`config.mk`:
```
export PLATFORM = sky130hd
export DESIGN_NAME = imager_roi_stats
export DESIGN_NICKNAME = d
export VERILOG_FILES = /design/src/rtl/imager_roi_stats.sv
export SDC_FILE = /design/constraint.sdc
export NUM_CORES = 1
export LEC_CHECK = 0
export CAP_MARGIN = 30
export CORE_UTILIZATION = 50
export CTS_BUF_LIST = sky130_fd_sc_hd__clkbuf_16
export DETAILED_ROUTE_END_ITERATION = 6
export DONT_BUFFER_PORTS = 1
export PLACE_DENSITY_LB_ADDON = 0.3
export RECOVER_POWER = 100
export SYNTH_ARGS = -nofsm -noshare
export SYNTH_HDL_FRONTEND = slang
export SYNTH_SLANG_ARGS = --single-unit
```
`constraint.sdc`:
```
create_clock -name clk -period 12.4 [get_ports clk]
set_input_delay 2.48 -clock clk [delete_from_list [all_inputs] [get_ports clk]]
set_output_delay 2.48 -clock clk [all_outputs]
set_load 0.005 [all_outputs]
```
`src/rtl/imager_roi_stats.sv`:
```
// imager_roi_stats: per-frame geometry measurement and ROI pixel statistics on a dat/fv/lv stream.
// Latency: results and stats_valid appear 1 cycle after the staged fv fall (2 cycles after fv falls at the port).
// Backpressure: none; the stream is consumed every cycle and each completed frame overwrites the results.
module imager_roi_stats #(
  parameter int DATA_WIDTH     = 10,
  parameter int NUM_ROWS_WIDTH = 12,
  parameter int NUM_COLS_WIDTH = 12,
  parameter int SUM_WIDTH      = DATA_WIDTH + NUM_ROWS_WIDTH + NUM_COLS_WIDTH
) (
  input  logic                                     clk,
  input  logic                                     reset,
  input  logic                                     enable,
  input  logic                                     fv,
  input  logic                                     lv,
  input  logic [DATA_WIDTH-1:0]                    dat,
  input  logic [NUM_ROWS_WIDTH-1:0]                roi_row_start,
  input  logic [NUM_ROWS_WIDTH-1:0]                roi_row_end,
  input  logic [NUM_COLS_WIDTH-1:0]                roi_col_start,
  input  logic [NUM_COLS_WIDTH-1:0]                roi_col_end,
  output logic                                     stats_valid,
  output logic [NUM_ROWS_WIDTH-1:0]                frame_rows,
  output logic [NUM_COLS_WIDTH-1:0]                frame_cols,
  output logic                                     geom_err,
  output logic [SUM_WIDTH-1:0]                     roi_sum,
  output logic [DATA_WIDTH-1:0]                    roi_min,
  output logic [DATA_WIDTH-1:0]                    roi_max,
  output logic [NUM_ROWS_WIDTH+NUM_COLS_WIDTH-1:0] roi_count,
  output logic [15:0]                              frame_count
);

  localparam int CNT_WIDTH = NUM_ROWS_WIDTH + NUM_COLS_WIDTH;

  localparam logic [1:0] ST_IDLE  = 2'd0;
  localparam logic [1:0] ST_ARMED = 2'd1;
  localparam logic [1:0] ST_FRAME = 2'd2;

  localparam logic [NUM_ROWS_WIDTH-1:0] ROW_MAX = '1;
  localparam logic [NUM_COLS_WIDTH-1:0] COL_MAX = '1;
  localparam logic [DATA_WIDTH-1:0]     DAT_MAX = '1;

  // Input stage and its previous-cycle copy
  logic                  fv_s1;
  logic                  lv_s1;
  logic [DATA_WIDTH-1:0] dat_s1;
  logic                  fv_d;
  logic                  lv_d;

  logic [1:0] state;

  // Per-frame accumulators
  logic [NUM_ROWS_WIDTH-1:0] row_cnt;
  logic [NUM_COLS_WIDTH-1:0] col_cnt;
  logic [NUM_COLS_WIDTH-1:0] first_len;
  logic                      first_seen;
  logic                      gerr_acc;
  logic [SUM_WIDTH-1:0]      sum_acc;
  logic [CNT_WIDTH-1:0]      cnt_acc;
  logic [DATA_WIDTH-1:0]     min_acc;
  logic [DATA_WIDTH-1:0]     max_acc;

  // ROI bounds frozen at frame start
  logic [NUM_ROWS_WIDTH-1:0] sh_row_start;
  logic [NUM_ROWS_WIDTH-1:0] sh_row_end;
  logic [NUM_COLS_WIDTH-1:0] sh_col_start;
  logic [NUM_COLS_WIDTH-1:0] sh_col_end;

  // Event decode on staged signals
  logic fv_rise;
  logic fv_fall;
  logic pix;
  logic line_d;
  logic line_end;
  logic starting;
  logic accumulating;
  logic in_roi;

  // Accumulator view for this cycle: cleared values when a frame starts
  logic [NUM_ROWS_WIDTH-1:0] row_b;
  logic [NUM_COLS_WIDTH-1:0] col_b;
  logic [NUM_COLS_WIDTH-1:0] first_len_b;
  logic                      first_seen_b;
  logic                      gerr_b;
  logic [SUM_WIDTH-1:0]      sum_b;
  logic [CNT_WIDTH-1:0]      cnt_b;
  logic [DATA_WIDTH-1:0]     min_b;
  logic [DATA_WIDTH-1:0]     max_b;

  logic [NUM_ROWS_WIDTH-1:0] rs_e;
  logic [NUM_ROWS_WIDTH-1:0] re_e;
  logic [NUM_COLS_WIDTH-1:0] cs_e;
  logic [NUM_COLS_WIDTH-1:0] ce_e;

  // Next accumulator values, also what gets latched at frame end
  logic [NUM_ROWS_WIDTH-1:0] row_nxt;
  logic [NUM_COLS_WIDTH-1:0] col_nxt;
  logic [NUM_COLS_WIDTH-1:0] first_len_nxt;
  logic                      first_seen_nxt;
  logic                      gerr_nxt;
  logic [SUM_WIDTH-1:0]      sum_nxt;
  logic [CNT_WIDTH-1:0]      cnt_nxt;
  logic [DATA_WIDTH-1:0]     min_nxt;
  logic [DATA_WIDTH-1:0]     max_nxt;

  assign fv_rise      = fv_s1 && !fv_d;
  assign fv_fall      = !fv_s1 && fv_d;
  assign pix          = fv_s1 && lv_s1;
  assign line_d       = fv_d && lv_d;
  // A qualified line ends when lv drops or when fv drops under a high lv (partial line).
  assign line_end     = line_d && !pix;
  assign starting     = (state == ST_ARMED) && fv_rise;
  assign accumulating = starting || (state == ST_FRAME);

  // Stage raw inputs; fv copies reset high so a frame still running when reset lifts never looks like a fresh rise
  always_ff @(posedge clk) begin
    if (reset) begin
      fv_s1  <= 1'b1;
      lv_s1  <= 1'b0;
      dat_s1 <= '0;
      fv_d   <= 1'b1;
      lv_d   <= 1'b0;
    end else begin
      fv_s1  <= fv;
      lv_s1  <= lv;
      dat_s1 <= dat;
      fv_d   <= fv_s1;
      lv_d   <= lv_s1;
    end
  end

  // Compute this cycle's index, geometry and ROI updates from the (possibly freshly cleared) accumulators
  always_comb begin
    row_b        = starting ? '0      : row_cnt;
    col_b        = starting ? '0      : col_cnt;
    first_len_b  = starting ? '0      : first_len;
    first_seen_b = starting ? 1'b0    : first_seen;
    gerr_b       = starting ? 1'b0    : gerr_acc;
    sum_b        = starting ? '0      : sum_acc;
    cnt_b        = starting ? '0      : cnt_acc;
    min_b        = starting ? DAT_MAX : min_acc;
    max_b        = starting ? '0      : max_acc;

    rs_e = starting ? roi_row_start : sh_row_start;
    re_e = starting ? roi_row_end   : sh_row_end;
    cs_e = starting ? roi_col_start : sh_col_start;
    ce_e = starting ? roi_col_end   : sh_col_end;

    in_roi = pix && (row_b >= rs_e) && (row_b < re_e) && (col_b >= cs_e) && (col_b < ce_e);

    row_nxt        = row_b;
    col_nxt        = col_b;
    first_len_nxt  = first_len_b;
    first_seen_nxt = first_seen_b;
    gerr_nxt       = gerr_b;
    sum_nxt        = sum_b;
    cnt_nxt        = cnt_b;
    min_nxt        = min_b;
    max_nxt        = max_b;

    if (pix && (col_b != COL_MAX)) begin
      col_nxt = col_b + NUM_COLS_WIDTH'(1);
    end

    // col_b holds the finished line's length here since pix is low on a line end
    if (line_end) begin
      col_nxt = '0;
      if (row_b != ROW_MAX) begin
        row_nxt = row_b + NUM_ROWS_WIDTH'(1);
      end
      if (!first_seen_b) begin
        first_len_nxt  = col_b;
        first_seen_nxt = 1'b1;
      end else if (col_b != first_len_b) begin
        gerr_nxt = 1'b1;
      end
    end

    if (in_roi) begin
      sum_nxt = sum_b + SUM_WIDTH'(dat_s1);
      cnt_nxt = cnt_b + CNT_WIDTH'(1);
      if (dat_s1 < min_b) begin
        min_nxt = dat_s1;
      end
      if (dat_s1 > max_b) begin
        max_nxt = dat_s1;
      end
    end
  end

  // Frame FSM: sync to a frame boundary, run the frame, leave on disable
  always_ff @(posedge clk) begin
    if (reset) begin
      state <= ST_IDLE;
    end else if (!enable) begin
      state <= ST_IDLE;
    end else begin
      case (state)
        ST_IDLE:  if (!fv_s1) state <= ST_ARMED;
        ST_ARMED: if (fv_rise) state <= ST_FRAME;
        ST_FRAME: if (fv_fall) state <= ST_ARMED;
        default:  state <= ST_IDLE;
      endcase
    end
  end

  // Accumulators advance only inside a measured frame; a disable discards them
  always_ff @(posedge clk) begin
    if (reset || !enable) begin
      row_cnt    <= '0;
      col_cnt    <= '0;
      first_len  <= '0;
      first_seen <= 1'b0;
      gerr_acc   <= 1'b0;
      sum_acc    <= '0;
      cnt_acc    <= '0;
      min_acc    <= DAT_MAX;
      max_acc    <= '0;
    end else if (accumulating) begin
      row_cnt    <= row_nxt;
      col_cnt    <= col_nxt;
      first_len  <= first_len_nxt;
      first_seen <= first_seen_nxt;
      gerr_acc   <= gerr_nxt;
      sum_acc    <= sum_nxt;
      cnt_acc    <= cnt_nxt;
      min_acc    <= min_nxt;
      max_acc    <= max_nxt;
    end
  end

  // Freeze ROI bounds at frame start so mid-frame register writes cannot split a frame
  always_ff @(posedge clk) begin
    if (reset) begin
      sh_row_start <= '0;
      sh_row_end   <= '0;
      sh_col_start <= '0;
      sh_col_end   <= '0;
    end else if (enable && starting) begin
      sh_row_start <= roi_row_start;
      sh_row_end   <= roi_row_end;
      sh_col_start <= roi_col_start;
      sh_col_end   <= roi_col_end;
    end
  end

  // Latch results and pulse stats_valid on the staged fv fall of a measured frame
  always_ff @(posedge clk) begin
    if (reset) begin
      stats_valid <= 1'b0;
      frame_rows  <= '0;
      frame_cols  <= '0;
      geom_err    <= 1'b0;
      roi_sum     <= '0;
      roi_count   <= '0;
      roi_min     <= DAT_MAX;
      roi_max     <= '0;
      frame_count <= '0;
    end else begin
      stats_valid <= 1'b0;
      if (enable && (state == ST_FRAME) && fv_fall) begin
        stats_valid <= 1'b1;
        frame_rows  <= row_nxt;
        frame_cols  <= first_seen_nxt ? first_len_nxt : '0;
        geom_err    <= gerr_nxt;
        roi_sum     <= sum_nxt;
        roi_count   <= cnt_nxt;
        roi_min     <= min_nxt;
        roi_max     <= max_nxt;
        frame_count <= frame_count + 16'd1;
      end
    end
  end

endmodule

```
==> results of run 1 <==
layer usage:
| metal | share of wire, % | wire length [µm] | global-route usage (%) | vias to the layer above |
|---|---|---|---|---|
| met5 | 0.033 | 13 | 0 | - |
| met4 | 2.9 | 1131 | 8.516 | 2 |
| met3 | 7.0 | 2786 | 4.899 | 73 |
| met2 | 47 | 18720 | 42.83 | 414 |
| met1 | 43 | 16920 | 33.13 | 6083 |
| li1 | - | - | - | 6258 |
metrics by stage:
| step | setup WS, ps | total power [mW] |
|---|---|---|
| 3_3_place_gp | 6606 | 1.035 |
| 6_report | 4047 | 1.945 |
| 4_1_cts | 6963 | 1.961 |
| 3_5_place_dp | 6539 | 1.036 |
| 2_1_floorplan | 7627 | 1.031 |
| 5_1_grt | 3585 | 2.005 |
power breakdown:
group	leakage, nW	total (mW)	internal, mW	switching, mW
combinational	2.78	0.0418	0.0144	0.0274
sequential	2.42	0.972	0.967	0.00545
clock	0.514	0.931	0.531	0.400
synth_stat cells, drive strengths merged (4+ instances only):
master and instances:
a31oi 5, dfxtp 300, or2 5, a2bb2oi 10
a21o 5, and3 26, a22o 14, nor3 49
xnor2 18, nor2b 22, nand2 240, o21ai 67
o311ai 4, nor4 13, o31ai 20, inv 19
or3 20, a211o 14, nor2 193, o211ai 8
mux2 6, a311oi 14, o21a 5, nand4 40
nand2b 7, and2 33, xor2 26, a21oi 169
and4 9, buf 28, o32ai 9, nand3b 4
a22oi 15, nand3 54, a211oi 28, mux2i 57
ha 79, clkbuf 85, or4 20
cells by family (layout without fill, tap and decap cells):
kind of cell             Yosys count  count (layout)  synth area share [%]
multiplexers                      63              63                 4.309
AND/OR/NAND/NOR                  746             746                 24.31
buffers and inverters            132              94                 3.683
XOR/XNOR                          44              44                 2.602
adder cells (fa/ha/maj)           80              80                 6.809
AO/OA/AOI/OAI                    409             409                 17.73
other                              0               2                     0
flip-flops                       300             300                 40.55
tightest hold or removal path: stages, from the launching register on:
cell and delay [ps]:
sky130_fd_sc_hd__dfxtp_1 300, sky130_fd_sc_hd__nand2_1 50, sky130_fd_sc_hd__a21oi_1 50
registers in the layout, summed over array words and instances, names as in the netlist, 12 cells and up:
register	cells
roi_count	24
sh_row_start	12
roi_sum	34
col_cnt	12
sum_acc	34
frame_count	16
frame_cols	12
row_cnt	12
sh_col_end	12
cnt_acc	24
first_len	12
sh_row_end	12
frame_rows	12
sh_col_start	12
cell type report:
class	instances	area [µm²]	share of cell area [%]
Multi-Input combinational cell	1342	8212	51.70
Timing Repair Buffer	16	97.59	0.6144
Sequential cell	300	6006	37.81
Inverter	19	71.32	0.4490
Tap cell	384	480.5	3.025
Clock inverter	24	136.4	0.8586
Antenna cell	2	5.005	0.03151
Clock buffer	35	875.8	5.514
worst max path at each step:
stage	start	end	slack, ps	depth (start not counted)
4_1_cts	fv_s1$_SDFF_PP1_	cnt_acc[20]$_SDFFE_PP0P_	6960	11
6_report	fv_d$_SDFF_PP1_	cnt_acc[21]$_SDFFE_PP0P_	4050	11
3_3_place_gp	roi_row_end[9]	cnt_acc[23]$_SDFFE_PP0P_	6610	9
2_1_floorplan	roi_row_end[9]	min_acc[0]$_SDFFE_PP1P_	7630	11
5_1_grt	fv_d$_SDFF_PP1_	cnt_acc[21]$_SDFFE_PP0P_	3590	11
3_5_place_dp	roi_row_end[9]	cnt_acc[21]$_SDFFE_PP0P_	6540	9
==> results.sh, run 1 <==
export IMPL_rr_worst_depth=11
export IMPL_inserted_clock_buffers=34
export IMPL_final_worst_path_period_need_ps=8353
export IMPL_drt_pass1_iter_count=7
export IMPL_worstReg2RegStart="fv_d$_SDFF_PP1_"
export IMPL_critPathCaptureType="register"
export IMPL_vias_in_the_first_global_route=12010
export IMPL_numClockSinks=300
export IMPL_final_cells=2122
export IMPL_postCtsSetupRepairBufs=0
export IMPL_share_of_flip_flops_with_an_asynchronous_set_or_reset_after_synthesis_pct=0
export IMPL_postLayoutCoreUtil_pct=54.89
export IMPL_antenna_violations_before_repair=3
export IMPL_portBuffers=0
export IMPL_timing_hold_ws_ps=450.5
export IMPL_clock_insertion_delay_worst_skew_ps=520
export IMPL_cp_max_fo=43
export IMPL_hpwlAfterDp_um=26990
export IMPL_critPathKind="reg2reg"
export IMPL_postRouteAntennaNets=0
export IMPL_max_slew_violation_count=342
export IMPL_hp_start="sh_row_end[0]$_SDFFE_PP0P_"
export IMPL_worst_endpoint_required_ps=12850
export IMPL_finish_net_count=1856
export IMPL_timing_max_slew_rel_slack_pct=-132.0
export IMPL_rrSetupSlack_ps=4050
export IMPL_timing_hold_violations_final=0
export IMPL_critical_path_arrival_ps=8800
export IMPL_die_height_um=174.1
export IMPL_post_cts_resized=0
export IMPL_irDropWorstVdd_mv=0.1026
export IMPL_htree_levels=2
export IMPL_placement_cell_area_um2=14970
export IMPL_cells_after_dpl=2060
export IMPL_grt_ovfl_total=0
export IMPL_post_drt_via_cell_ratio=6.046
export IMPL_commonest_non_fill_non_tap_cells_in_the_layout="300 x sky130_fd_sc_hd__dfxtp_1, 240 x sky130_fd_sc_hd__nand2_1, 193 x sky130_fd_sc_hd__nor2_1, 169 x sky130_fd_sc_hd__a21oi_1, 79 x sky130_fd_sc_hd__ha_1"
export IMPL_post_route_drc_count=0
export IMPL_critPathTopFamily="simple AND/OR/NAND/NOR gates"
export IMPL_synthesis_instances=1774
export IMPL_synth_area_top_cells="sky130_fd_sc_hd__dfxtp_1 41%, sky130_fd_sc_hd__ha_1 6.7%, sky130_fd_sc_hd__nand2_1 6.1%"
export IMPL_syn_area_per_cell_um2=8.349
export IMPL_synthesis_nets=1917
export IMPL_chipWidth_um=174.1
export IMPL_max_slew_worst_pin_slew_ps=3480
export IMPL_clock_root_buffer="sky130_fd_sc_hd__clkbuf_16"
export IMPL_placeableCoreArea_um2=28940
export IMPL_worst_setup_path_start_kind="register"
export IMPL_path_buf_inv=1
export IMPL_yosysWarnings=0
export IMPL_number_of_synthesized_flops_with_an_enable_pin=0
export IMPL_grt_pass1_wl_um=63690
export IMPL_hold_path_class="reg2reg"
export IMPL_delay_of_the_slowest_cell_on_the_worst_path_ps=2120
export IMPL_layout_cells_most_common="sky130_fd_sc_hd__dfxtp_1"
export IMPL_synth_lib_cells_used_distinct=77
export IMPL_setup_viol=0
export IMPL_floorplan_initialDensity_pct=51.18
export IMPL_synthDominantCellAreaShare_pct=40.55
export IMPL_grt_setup_unrepaired="false"
export IMPL_dr_total_vias=12830
export IMPL_synthesis_area_um2=14810
export IMPL_clk_pin_slew_ps=60
export IMPL_slowest_stage="sky130_fd_sc_hd__clkbuf_1"
export IMPL_outcome="complete, but fails checks"
export IMPL_ys_seq_elements=300
export IMPL_worst_hold_path_num_cells=2
export IMPL_finalInstanceArea_um2=15880
export IMPL_drt_total_wl_um=39580
export IMPL_layout_drive_gt1_share_pct=4.090
export IMPL_cts_tree="built"
export IMPL_ctsHoldBuffers=0
export IMPL_grt_start_max_net_pins=170
export IMPL_globalplace_congestion=0.8864
export IMPL_power_per_cell_area_nw_per_um2=122.5
export IMPL_top_level_ports=183
export IMPL_leak_pwr_nw=5.711
export IMPL_filler_cell_count=2620
export IMPL_yosysSeqAreaShare_pct=40.55
export IMPL_crit_chain="and4bb_1 -> clkbuf_1 -> mux2i_1 -> ha_1 -> a211o_1 -> a2111oi_0 -> o211ai_1 -> a21oi_1 -> nand3_2 -> or4_1 -> a21oi_1"
export IMPL_grt_util_all_layers_pct=25.64
export IMPL_most_used_cell_along_the_critical_path="sky130_fd_sc_hd__a21oi_1"
export IMPL_min_period_over_period_pct=67.36
export IMPL_worst_r2r_endpoint="cnt_acc[21]$_SDFFE_PP0P_"
export IMPL_violations="max-capacitance violations, max-slew violations"
export IMPL_routedWlPerCell_um=18.65
export IMPL_cts_max_path_buffers=3
export IMPL_drv_max_cap_violation_count=6
export IMPL_synth_ff_type="sky130_fd_sc_hd__dfxtp_1"
export IMPL_dieArea_um2=30310
export IMPL_synth_largest_area_cell="sky130_fd_sc_hd__dfxtp_1"
export IMPL_skew_ps=20.33
export IMPL_max_clock_freq_mhz=119.7
export IMPL_fin_setup_tns_ps=0
export IMPL_drt_iter0_markers=1145
export IMPL_whs_endpoint="sh_row_end[0]$_SDFFE_PP0P_"
export IMPL_core_rowCount=62
export IMPL_layout_area_overhead_vs_synth_pct=7.249
Note: power is estimated with default switching activity, not from simulation.
==> run 2, diff against run 1 <==
==> constraint.sdc (replaced) <==
create_clock -name clk -period 8.4 [get_ports clk]
set_input_delay 1.68 -clock clk [delete_from_list [all_inputs] [get_ports clk]]
set_output_delay 1.68 -clock clk [all_outputs]
set_load 0.005 [all_outputs]
==> results.sh, run 2 (same netlist as run 1, synthesis figures left out) <==
export IMPL_outcome="complete, but fails checks"
export IMPL_max_slew_worst_pin_slew_ps=2061
export IMPL_skew_ps=15.84
export IMPL_grt_start_max_net_pins=170
export IMPL_globalplace_congestion=0.8824
export IMPL_cts_tree="built"
export IMPL_core_rowCount=62
export IMPL_drt_pass1_iter_count=6
export IMPL_top_level_ports=183
export IMPL_drv_max_cap_violation_count=4
export IMPL_inserted_clock_buffers=35
export IMPL_post_layout_total_power_mw=3.021
export IMPL_timing_max_slew_rel_slack_pct=-37.39
export IMPL_leak_pwr_nw=5.761
export IMPL_die_height_um=174.1
export IMPL_grtUsageMet2_pct=43.37
export IMPL_clk_pin_slew_ps=60
export IMPL_grt_ovfl_total=0
export IMPL_timing_hold_ws_ps=451.1
export IMPL_slowest_stage="sky130_fd_sc_hd__and4bb_1"
export IMPL_min_period_over_period_pct=77.27
export IMPL_pre_cts_slack_ps=3138
export IMPL_hold_path_class="reg2reg"
export IMPL_irDropWorstVdd_mv=0.1618
export IMPL_setup_viol=0
export IMPL_floorplan_initialDensity_pct=51.18
export IMPL_layout_drive_gt1_share_pct=4.603
export IMPL_cp_max_fo=41
export IMPL_layout_area_overhead_vs_synth_pct=8.203
export IMPL_htree_levels=2
export IMPL_cts_max_path_buffers=3
export IMPL_postLayoutCoreUtil_pct=55.38
export IMPL_crit_chain="and4bb_1 -> buf_4 -> mux2i_1 -> ha_1 -> a211o_1 -> a2111oi_2 -> o211ai_1 -> a21oi_1 -> nand3_2 -> nor3_4 -> o32ai_1"
export IMPL_placeableCoreArea_um2=28940
export IMPL_grt_util_all_layers_pct=25.95
export IMPL_portBuffers=0
export IMPL_drt_iter0_markers=1083
export IMPL_area_of_the_multi_input_gates_um2=8220
export IMPL_setup_ws_ps=1909
export IMPL_groute_layer_met3_usage_pct=5.840
export IMPL_commonest_non_fill_non_tap_cells_in_the_layout="300 x sky130_fd_sc_hd__dfxtp_1, 240 x sky130_fd_sc_hd__nand2_1, 193 x sky130_fd_sc_hd__nor2_1, 169 x sky130_fd_sc_hd__a21oi_1, 79 x sky130_fd_sc_hd__ha_1"
export IMPL_filler_cell_count=2624
export IMPL_placement_cell_area_um2=14970
export IMPL_final_seq_area_um2=6006
export IMPL_violations="max-capacitance violations, max-slew violations"
export IMPL_reg_largest_list="roi_sum (34), sum_acc (34)"
export IMPL_postRouteAntennaNets=0
export IMPL_globalRoute_busiestLayer="met2"
export IMPL_critical_path_arrival_ps=6810
export IMPL_dr_total_vias=12840
export IMPL_final_worst_path_period_need_ps=6491
export IMPL_hpwlAfterDp_um=27370
export IMPL_fin_setup_tns_ps=0
export IMPL_cells_after_dpl=2060
export IMPL_routedWlPerCell_um=18.80
export IMPL_post_drt_via_cell_ratio=6.044
export IMPL_max_slew_violation_count=174
export IMPL_layout_cells_most_common="sky130_fd_sc_hd__dfxtp_1"
export IMPL_delay_of_the_slowest_cell_on_the_worst_path_ps=1580
export IMPL_final_cells=2124
export IMPL_max_clock_freq_mhz=154.1
export IMPL_vias_in_the_first_global_route=12280
export IMPL_grt_setup_unrepaired="false"
export IMPL_post_route_drc_count=0
export IMPL_power_per_cell_area_nw_per_um2=188.5
export IMPL_finalInstanceArea_um2=16030
export IMPL_clock_root_buffer="sky130_fd_sc_hd__clkbuf_16"
export IMPL_grt_use_met1_pct=32.23
export IMPL_chipWidth_um=174.1
export IMPL_clock_insertion_delay_worst_skew_ps=520
export IMPL_postCtsSetupRepairBufs=0
export IMPL_finish_net_count=1856
export IMPL_antenna_violations_before_repair=3
export IMPL_post_cts_resized=0
export IMPL_ctsHoldBuffers=0
export IMPL_timing_hold_violations_final=0
export IMPL_worst_setup_path_start_kind="register"
export IMPL_critPathCaptureType="register"
export IMPL_grt_pass1_wl_um=64540
export IMPL_numClockSinks=300
export IMPL_critPathKind="reg2reg"
export IMPL_worst_endpoint_required_ps=8720
export IMPL_drt_total_wl_um=39930
export IMPL_dieArea_um2=30310
==> run 2: cell types whose count changed in the layout (fill, tap and decap cells not counted), sizes merged <==
cell | previous run | this run
clkbuf | 41 | 42
inv | 25 | 23
bufinv | 1 | 4
==> run 2: final cells by class <==
type,instances,share of cell area [%]
multi-input cells,1342,51.30
flip-flops and latches,300,37.48
clock buffers,37,5.778
well taps,384,2.998
clock inverters,25,1.390
repair buffers,15,0.5856
inverters,19,0.4450
diodes,2,0.03123
==> run 2: final timing paths <==
check | cells past startpoint | to | slack (ps) | start
max | 11 | max_acc[7]$_SDFFE_PP0P_ | 1910 | fv_d$_SDFF_PP1_
min | 2 | sh_row_start[10]$_SDFFE_PP0P_ | 450 | sh_row_start[10]$_SDFFE_PP0P_
max reg2reg | 11 | max_acc[7]$_SDFFE_PP0P_ | 1910 | fv_d$_SDFF_PP1_
min reg2reg | 2 | sh_row_start[10]$_SDFFE_PP0P_ | 450 | sh_row_start[10]$_SDFFE_PP0P_
==> run 2: per-layer routing <==
metal,wire length (µm),share of wire [%],vias up
li1,-,-,6263
met1,16850,42,6041
met2,18820,47,438
met3,2865,7.2,94
met4,1375,3.4,2
met5,11,0.028,-
==> run 2: worst max-delay path, delay by kind of cell, from the launching register on <==
kind / cells / cell delay (ps)
AOI/OAI and AO/OA: 5 / 1540
adders and majority gates: 1 / 260
buffers and inverters: 1 / 740
DFF: 1 / 350
muxes: 1 / 280
and+or+nand+nor: 3 / 3070
==> run 2: power by group <==
| group | switching [mW] | leakage [nW] | total (mW) | internal (mW) |
|---|---|---|---|---|
| logic | 0.0408 | 2.77 | 0.0620 | 0.0212 |
| registers | 0.00809 | 2.42 | 1.44 | 1.43 |
| clock network | 0.604 | 0.571 | 1.52 | 0.919 |
| total | 0.653 | 5.76 | 3.02 | 2.37 |
